## src/rtl/term_ctrl_if.sv

```systemverilog
// -----------------------------------------------------------------------------
// term_ctrl_if
// Bus bundle for term_ctrl: the CPU memory-mapped register port plus the
// write port toward the terminal character buffer.
//   CPU side     : ena, rw, addr, wdata (to controller), rdata (from controller)
//   Terminal side: term_ena, term_rw, term_addr, term_wdata (from controller)
// Modports:
//   slave  - the controller (receives CPU requests, drives terminal writes)
//   master - the CPU/environment (issues requests, observes terminal writes)
// -----------------------------------------------------------------------------
interface term_ctrl_if #(
    parameter int unsigned DW = 32
);
    logic          ena;
    logic          rw;
    logic [DW-1:0] addr;
    logic [DW-1:0] rdata;
    logic [DW-1:0] wdata;
    logic          term_ena;
    logic          term_rw;
    logic [DW-1:0] term_addr;
    logic [DW-1:0] term_wdata;

    modport slave (
        input  ena, rw, addr, wdata,
        output rdata, term_ena, term_rw, term_addr, term_wdata
    );

    modport master (
        output ena, rw, addr, wdata,
        input  rdata, term_ena, term_rw, term_addr, term_wdata
    );
endinterface

```

## src/rtl/term_ctrl.sv

```systemverilog
// -----------------------------------------------------------------------------
// term_ctrl
// Character-stream terminal controller. Bytes pushed into the DATA register
// are interpreted against a cursor (printables, LF, CR, BS) and turned into
// cell writes on the terminal buffer port; line advance clears the new row,
// and a CTRL command clears the whole screen.
// Ports:
//   clk  - system clock
//   rst  - asynchronous active-low reset
//   bus  - term_ctrl_if.slave: CPU register port (ena/rw/addr/wdata/rdata)
//          and terminal write port (term_ena/term_rw/term_addr/term_wdata)
// Register map (addr[3:2]): 0 DATA, 1 STATUS {ovf,busy}, 2 CURSOR {row,col},
// 3 CTRL (bit0 = clear screen).
// -----------------------------------------------------------------------------
module term_ctrl #(
    parameter int unsigned COLS = 70,
    parameter int unsigned ROWS = 30
) (
    input  logic       clk,
    input  logic       rst,
    term_ctrl_if.slave bus
);
    localparam logic        MEM_WRITE = 1'b1;
    localparam int unsigned ROW_W     = $clog2(ROWS);
    localparam int unsigned COL_W     = $clog2(COLS + 1);
    localparam int unsigned PTR_W     = $clog2(COLS * ROWS);

    localparam logic [ROW_W-1:0] ROW_MAX  = ROW_W'(ROWS - 1);
    localparam logic [COL_W-1:0] COL_MAX  = COL_W'(COLS - 1);
    localparam logic [PTR_W-1:0] PTR_COLS = PTR_W'(COLS);
    localparam logic [PTR_W-1:0] CNT_ROW  = PTR_W'(COLS - 1);
    localparam logic [PTR_W-1:0] CNT_ALL  = PTR_W'(COLS * ROWS - 1);
    localparam logic [31:0]      COLS_V   = 32'(COLS);
    localparam logic [7:0]       SPACE    = 8'h20;

    typedef enum logic [1:0] {
        IDLE,
        PUT,
        CLR_ROW,
        CLR_ALL
    } state_t;

    state_t           state_q, state_d;
    logic [ROW_W-1:0] row_q, row_d;
    logic [COL_W-1:0] col_q, col_d;
    logic [PTR_W-1:0] ptr_q, ptr_d;      // always row*COLS+col while IDLE
    logic [PTR_W-1:0] cnt_q, cnt_d;      // clear writes still to issue
    logic             wrap_q, wrap_d;    // PUT must be followed by a row clear
    logic             ovf_q, ovf_d;
    logic             tena_q, tena_d;
    logic [PTR_W-1:0] taddr_q, taddr_d;
    logic [7:0]       tchar_q, tchar_d;

    logic             busy;
    logic             wr;
    logic [1:0]       sel;
    logic [7:0]       byte_v;
    logic [ROW_W-1:0] next_row;
    logic [PTR_W-1:0] next_row_ptr;
    logic [ROW_W-1:0] ld_row;
    logic [COL_W-1:0] ld_col;
    logic             unused_bits;

    // Row base for a cursor load, built from shifted adds of the constant.
    function automatic logic [PTR_W-1:0] row_base(input logic [ROW_W-1:0] r);
        logic [PTR_W-1:0] acc;
        acc = '0;
        for (int unsigned b = 0; b < PTR_W; b++) begin
            if (COLS_V[b]) acc = acc + (PTR_W'(r) << b);
        end
        return acc;
    endfunction

    assign busy   = (state_q != IDLE);
    assign wr     = bus.ena && (bus.rw == MEM_WRITE);
    assign sel    = bus.addr[3:2];
    assign byte_v = bus.wdata[7:0];

    assign unused_bits = ^{bus.addr[31:4], bus.addr[1:0],
                           bus.wdata[31:21], bus.wdata[15:8]};

    // Start of the following row derived from the current pointer.
    assign next_row     = (row_q == ROW_MAX) ? '0 : row_q + ROW_W'(1);
    assign next_row_ptr = (row_q == ROW_MAX) ? '0
                        : ptr_q - PTR_W'(col_q) + PTR_COLS;

    assign ld_row = (32'(bus.wdata[20:16]) > ROWS - 1) ? ROW_MAX
                                                        : ROW_W'(bus.wdata[20:16]);
    assign ld_col = (32'(bus.wdata[6:0]) > COLS - 1) ? COL_MAX
                                                      : COL_W'(bus.wdata[6:0]);

    always_comb begin
        state_d = state_q;
        row_d   = row_q;
        col_d   = col_q;
        ptr_d   = ptr_q;
        cnt_d   = cnt_q;
        wrap_d  = wrap_q;
        ovf_d   = ovf_q;
        tena_d  = 1'b0;
        taddr_d = taddr_q;
        tchar_d = tchar_q;

        if (wr && sel == 2'd1) begin
            ovf_d = 1'b0;
        end else if (wr && busy) begin
            ovf_d = 1'b1;
        end

        unique case (state_q)
            IDLE: begin
                if (wr && sel == 2'd0) begin
                    if (byte_v >= 8'h20 && byte_v <= 8'h7E) begin
                        state_d = PUT;
                        tena_d  = 1'b1;
                        taddr_d = ptr_q;
                        tchar_d = byte_v;
                        if (col_q == COL_MAX) begin
                            col_d  = '0;
                            row_d  = next_row;
                            ptr_d  = next_row_ptr;
                            wrap_d = 1'b1;
                        end else begin
                            col_d  = col_q + COL_W'(1);
                            ptr_d  = ptr_q + PTR_W'(1);
                            wrap_d = 1'b0;
                        end
                    end else if (byte_v == 8'h0A) begin
                        state_d = CLR_ROW;
                        col_d   = '0;
                        row_d   = next_row;
                        ptr_d   = next_row_ptr;
                        tena_d  = 1'b1;
                        taddr_d = next_row_ptr;
                        tchar_d = SPACE;
                        cnt_d   = CNT_ROW;
                    end else if (byte_v == 8'h0D) begin
                        col_d = '0;
                        ptr_d = ptr_q - PTR_W'(col_q);
                    end else if (byte_v == 8'h08) begin
                        if (col_q != '0) begin
                            state_d = PUT;
                            col_d   = col_q - COL_W'(1);
                            ptr_d   = ptr_q - PTR_W'(1);
                            tena_d  = 1'b1;
                            taddr_d = ptr_q - PTR_W'(1);
                            tchar_d = SPACE;
                            wrap_d  = 1'b0;
                        end
                    end
                end else if (wr && sel == 2'd3) begin
                    if (bus.wdata[0]) begin
                        state_d = CLR_ALL;
                        tena_d  = 1'b1;
                        taddr_d = '0;
                        tchar_d = SPACE;
                        cnt_d   = CNT_ALL;
                    end
                end else if (wr && sel == 2'd2) begin
                    row_d = ld_row;
                    col_d = ld_col;
                    ptr_d = row_base(ld_row) + PTR_W'(ld_col);
                end
            end

            PUT: begin
                if (wrap_q) begin
                    // Cursor already points at the start of the new row.
                    state_d = CLR_ROW;
                    wrap_d  = 1'b0;
                    tena_d  = 1'b1;
                    taddr_d = ptr_q;
                    tchar_d = SPACE;
                    cnt_d   = CNT_ROW;
                end else begin
                    state_d = IDLE;
                end
            end

            CLR_ROW, CLR_ALL: begin
                if (cnt_q == '0) begin
                    state_d = IDLE;
                end else begin
                    tena_d  = 1'b1;
                    taddr_d = taddr_q + PTR_W'(1);
                    cnt_d   = cnt_q - PTR_W'(1);
                    // Home the cursor alongside the last screen-clear write.
                    if (state_q == CLR_ALL && cnt_q == PTR_W'(1)) begin
                        row_d = '0;
                        col_d = '0;
                        ptr_d = '0;
                    end
                end
            end

            default: state_d = IDLE;
        endcase
    end

    always_ff @(posedge clk or negedge rst) begin
        if (!rst) begin
            state_q <= IDLE;
            row_q   <= '0;
            col_q   <= '0;
            ptr_q   <= '0;
            cnt_q   <= '0;
            wrap_q  <= 1'b0;
            ovf_q   <= 1'b0;
            tena_q  <= 1'b0;
            taddr_q <= '0;
            tchar_q <= '0;
        end else begin
            state_q <= state_d;
            row_q   <= row_d;
            col_q   <= col_d;
            ptr_q   <= ptr_d;
            cnt_q   <= cnt_d;
            wrap_q  <= wrap_d;
            ovf_q   <= ovf_d;
            tena_q  <= tena_d;
            taddr_q <= taddr_d;
            tchar_q <= tchar_d;
        end
    end

    always_comb begin
        bus.rdata = '0;
        unique case (sel)
            2'd1:    bus.rdata = {30'b0, ovf_q, busy};
            2'd2:    bus.rdata = {16'(row_q), 16'(col_q)};
            default: bus.rdata = '0;
        endcase
    end

    assign bus.term_ena   = tena_q;
    assign bus.term_rw    = MEM_WRITE;
    assign bus.term_addr  = 32'(taddr_q);
    assign bus.term_wdata = {24'b0, tchar_q};

endmodule

```

## src/flat_wrapper.sv

```systemverilog
// flat-port wrapper written by rule: the top's interface ports become plain ports
module term_ctrl_flat 
#(
    parameter int unsigned COLS = 70,
    parameter int unsigned ROWS = 30
)
  (clk, rst, bus_ena, bus_rw, bus_addr, bus_wdata, bus_rdata, bus_term_ena, bus_term_rw, bus_term_addr, bus_term_wdata);
  term_ctrl_if #(.DW(32)) bus_i ();
  input  logic clk;
  input  logic rst;
  input wire logic [$bits(bus_i.ena)-1:0] bus_ena;
  input wire logic [$bits(bus_i.rw)-1:0] bus_rw;
  input wire logic [$bits(bus_i.addr)-1:0] bus_addr;
  input wire logic [$bits(bus_i.wdata)-1:0] bus_wdata;
  output wire logic [$bits(bus_i.rdata)-1:0] bus_rdata;
  output wire logic [$bits(bus_i.term_ena)-1:0] bus_term_ena;
  output wire logic [$bits(bus_i.term_rw)-1:0] bus_term_rw;
  output wire logic [$bits(bus_i.term_addr)-1:0] bus_term_addr;
  output wire logic [$bits(bus_i.term_wdata)-1:0] bus_term_wdata;
  assign bus_i.ena = bus_ena;
  assign bus_i.rw = bus_rw;
  assign bus_i.addr = bus_addr;
  assign bus_i.wdata = bus_wdata;
  assign bus_rdata = bus_i.rdata;
  assign bus_term_ena = bus_i.term_ena;
  assign bus_term_rw = bus_i.term_rw;
  assign bus_term_addr = bus_i.term_addr;
  assign bus_term_wdata = bus_i.term_wdata;
  term_ctrl #(.COLS(COLS), .ROWS(ROWS)) u_core (.clk(clk), .rst(rst), .bus(bus_i));
endmodule
```

## config.mk

```make
export PLATFORM = sky130hd
export DESIGN_NAME = term_ctrl_flat
export DESIGN_NICKNAME = d
export VERILOG_FILES = /design/src/rtl/term_ctrl_if.sv /design/src/rtl/term_ctrl.sv /design/src/flat_wrapper.sv
export SDC_FILE = /design/constraint.sdc
export NUM_CORES = 1
export LEC_CHECK = 0
export CORE_ASPECT_RATIO = 1.1
export CORE_MARGIN = 2
export CORE_UTILIZATION = 33
export CTS_CLUSTER_SIZE = 16
export DETAILED_ROUTE_END_ITERATION = 8
export GPL_TIMING_DRIVEN = 0
export HOLD_SLACK_MARGIN = 0.1
export RECOVER_POWER = 100
export SYNTH_ARGS = -nofsm -noshare
export SYNTH_HDL_FRONTEND = slang
export SYNTH_SLANG_ARGS = --single-unit
```

## constraint.sdc

```tcl
create_clock -name clk -period 9.2 [get_ports clk]
set_clock_uncertainty 0.1 [all_clocks]
set_input_delay 2.76 -clock clk [delete_from_list [all_inputs] [get_ports clk]]
set_output_delay 2.76 -clock clk [all_outputs]
set_load 0.01 [all_outputs]
```

==> results.cfg <==
[floorplan]
dieHeight_um = 156
row_count = 55
start_util_pct = 33.7
die_w_um = 142
io_pins = 166
core_mm2 = 0.0206
dieArea_mm2 = 0.0222

[route]
wirelength_mm = 23.4
drc = 0
drt-pass1-iter-count = 5
antenna_left = 0
drt-initial-drc-count = 613
drt-vias-per-instance = 5.50
wire_per_inst_um = 17.9
vias = 7190

[placed_design]
placed_cells = 1293
placed_area_mm2 = 0.00798
routabilityCongestion = 1.04
dp_hpwl_mm = 18.2
post-place-ws_ns = 1.63
portBuffers = 50

[clock_network]
postCtsHoldBufs = 0
cts_resized = 0
cts_tree = done
numCtsBuffers = 9
root_buffer = clkbuf_16
clkTransAtPathRegs_ns = 0.05
cts.sinks = 61
post_cts_buffers = 0
insertion_delay_ns = 0.34
htree_levels = 3
cts_buffer_depth = 2

[sta]
layout_setup_ws_ns = 1.60
rsz0062_at_grt = no
min_period_over_period_pct = 82.6
fin_tns_setup_ns = 0
maxSlewHeadroom_pct = -133
min_period_ns = 7.60
hold_viol_final = 0
tightest_slew_ns = 3.50
setup_viol = 0
slew_violations = 72
max_freq_mhz = 132

[pwr]
p_leak_nw = 3.50
powerDensity_mw_per_mm2 = 358
p_sw_share_pct = 52.5
p_switching_mw = 1.55
pwr-share-comb_pct = 70.0
vdd_ir_drop_max_mv = 0.158
clockPowerShare_pct = 12.6
power_mw = 2.94
p_int_mw = 1.40
seqPwrFrac_pct = 17.4

[logic_synthesis]
ys_ff_latch = 61
ys_seq_area_share_pct = 22.0
yosysWarningCount = 0
syn_inst = 924
synth_cell_types = 78
synth-edff-count = 0
ys.flop_type = dfrtp_1
syn_avg_cell_area_um2 = 7.49
netlist_area_mm2 = 0.00692
synthArstFlopShare_pct = 100

[worst_setup_path]
startpoint = bus_addr[3]
cp.required_ns = 6.34
crit_family = buffers and inverters
critPathMaxFanout = 10
crit_chain = dlygate4sd3_1, ha_1, clkbuf_1, and2_1, dlygate4sd3_1
critPathSlowestCell = dlygate4sd3_1
cp-start-kind = input pin
reg2reg_from = u_core.col_q[0]
criticalPathCategory = input pin to output port
cp_slowest_stage_delay_ns = 0.60
critical_path_buf_inv_count = 3
arrival_ns = 4.74
end_kind = output port
crit_top_cell = dlygate4sd3_1

[global_routing]
grt_max_degree = 62
antenna_found_initial = 0
grt_pass1_vias = 6608
track_usage_pct = 21.1
grt_first_pass_wirelength_mm = 36.5
overflow = 0

[final_layout]
final_layout_size_suffix_gt1_share_pct = 9.41
final_cells = 1308
design_area_mm2 = 0.00822
num_antenna_cells = 0
nNetsFinal = 1153
area_growth_pct = 18.7

[flow_run]
max_cap_violations = 2

[hold_path]
hold_start = u_core.tchar_q[3]
hp-class = flop to flop

[run_status]
violations = capacitance limit, slew limit
status = complete, but fails checks
layout make-up:
type | count | area (µm²)
Inverter | 31 | 116
Fill cell | 2176 | 12400
Timing Repair Buffer | 50 | 494
Multi-Input combinational cell | 776 | 4750
Sequential cell | 61 | 1530
Buffer | 119 | 698
Tap cell | 256 | 320
Clock inverter | 4 | 72.6
Clock buffer | 11 | 243
cells in the final DEF, fill, tap and decap left out, drive strengths merged, types with 8 or more instances in the layout:
cell type	n
o22ai	9
buf	71
nor2b	9
xnor2	32
clkbuf	60
and2	18
a21o	10
nor2	88
o31ai	17
nand2b	12
conb	65
o21ai	90
ha	35
o211ai	8
nand3	26
nor3	34
dlygate4sd3	28
a2111oi	8
a221oi	8
a21oi	64
inv	31
a211oi	11
and3	11
clkdlybuf4s50	21
nand4	10
nand2	82
or3	10
dfrtp	61
xor2	17
state kept, by name (all words and copies together) (netlist names):
register,flops
u_core.bus.term_ena,1
u_core.cnt_q,12
u_core.col_q,7
u_core.ovf_q,1
u_core.ptr_q,12
u_core.row_q,5
u_core.state_q,2
u_core.taddr_q,12
u_core.tchar_q,8
u_core.wrap_q,1
routing by layer:
layer | track usage, % | vias to the layer above | share of wire (%)
met2 | 33.8 | 309 | 45
met1 | 27.1 | 3328 | 43
li1 | - | 3485 | -
met3 | 3.84 | 68 | 7.5
met5 | 0 | - | 0
met4 | 10.8 | 0 | 4.7
power groups by stage:
stage          registers [mW]  clock network, mW  logic (mW)
3_3_place_gp            0.514                  0        2.03
3_5_place_dp            0.515                  0        2.04
5_1_grt                 0.530              0.386        2.27
2_1_floorplan           0.492                  0        1.50
4_1_cts                 0.512              0.376        2.06
6_report                0.512              0.370        2.06
worst register-to-register path, stage by stage (launching register included):
cell	delay [ns]
dfrtp_1	0.58
inv_1	0.15
ha_1	0.26
nand2b_1	0.11
nand4b_1	0.27
o21a_1	0.18
nor2_1	0.05
o41ai_1	1.60
nand2_2	0.26
clkbuf_1	0.31
a211oi_1	0.30
a211oi_1	0.11
path summary, 6_finish.rpt:
kind | end | slack, ns | cells after the start
max reg2reg | u_core.taddr_q[4] | 4.74 | 11
max in group asynchronous | u_core.tchar_q[6] | 3.48 | 1
min in group asynchronous | u_core.col_q[2] | 3.48 | 1
min reg2reg | u_core.tchar_q[3] | 0.37 | 2
min | u_core.tchar_q[3] | 0.37 | 2
max | bus_rdata[17] | 1.60 | 5
kinds of logic (layout without fill, tap and decap cells):
group / Yosys count / after routing / synth area share, %
other: 2 / 65 / 0.108
buffers and inverters: 150 / 215 / 11.9
multiplexers: 5 / 5 / 0.741
XOR/XNOR: 49 / 49 / 6.20
AO/OA/AOI/OAI: 291 / 291 / 28.6
AND/OR/NAND/NOR: 329 / 329 / 23.5
adder cells (fa/ha/maj): 37 / 37 / 6.90
flip-flops: 61 / 61 / 22.0
cells in the mapped netlist, types with 6 or more instances:
master / number / area share, %
nand3_1: 26 / 1.9
a211o_1: 6 / 0.76
dfrtp_1: 61 / 22
nand4_1: 10 / 0.90
a31oi_1: 7 / 0.63
or3_1: 10 / 0.90
ha_1: 35 / 6.3
o22ai_1: 9 / 0.81
xor2_1: 17 / 2.2
and2_1: 18 / 1.6
a21o_1: 10 / 1.1
nor3_1: 34 / 2.5
nor2_1: 87 / 4.7
nand2b_1: 12 / 1.1
inv_1: 31 / 1.7
buf_2: 7 / 0.51
clkbuf_1: 42 / 2.3
nor4_1: 6 / 0.54
o21ai_0: 83 / 6.0
and3_1: 11 / 0.99
nand2_1: 81 / 4.4
a221oi_1: 8 / 1.0
nor2b_1: 9 / 0.81
o21ai_1: 6 / 0.43
o211ai_1: 8 / 0.87
a21oi_1: 64 / 4.6
a211oi_1: 11 / 1.2
o31ai_1: 17 / 1.8
buf_4: 66 / 7.2
xnor2_1: 32 / 4.0
through the flow:
stage / util (%) / hold WS, ns
finish: 40.0 / 0.368
global route: 40.0 / 0.388
CTS: 40.3 / 0.383
detailed placement: 38.8 / 0.372
global placement: 38.8 / 0.364
floorplan: - / 0.371
(Power assumes the default switching activity.)
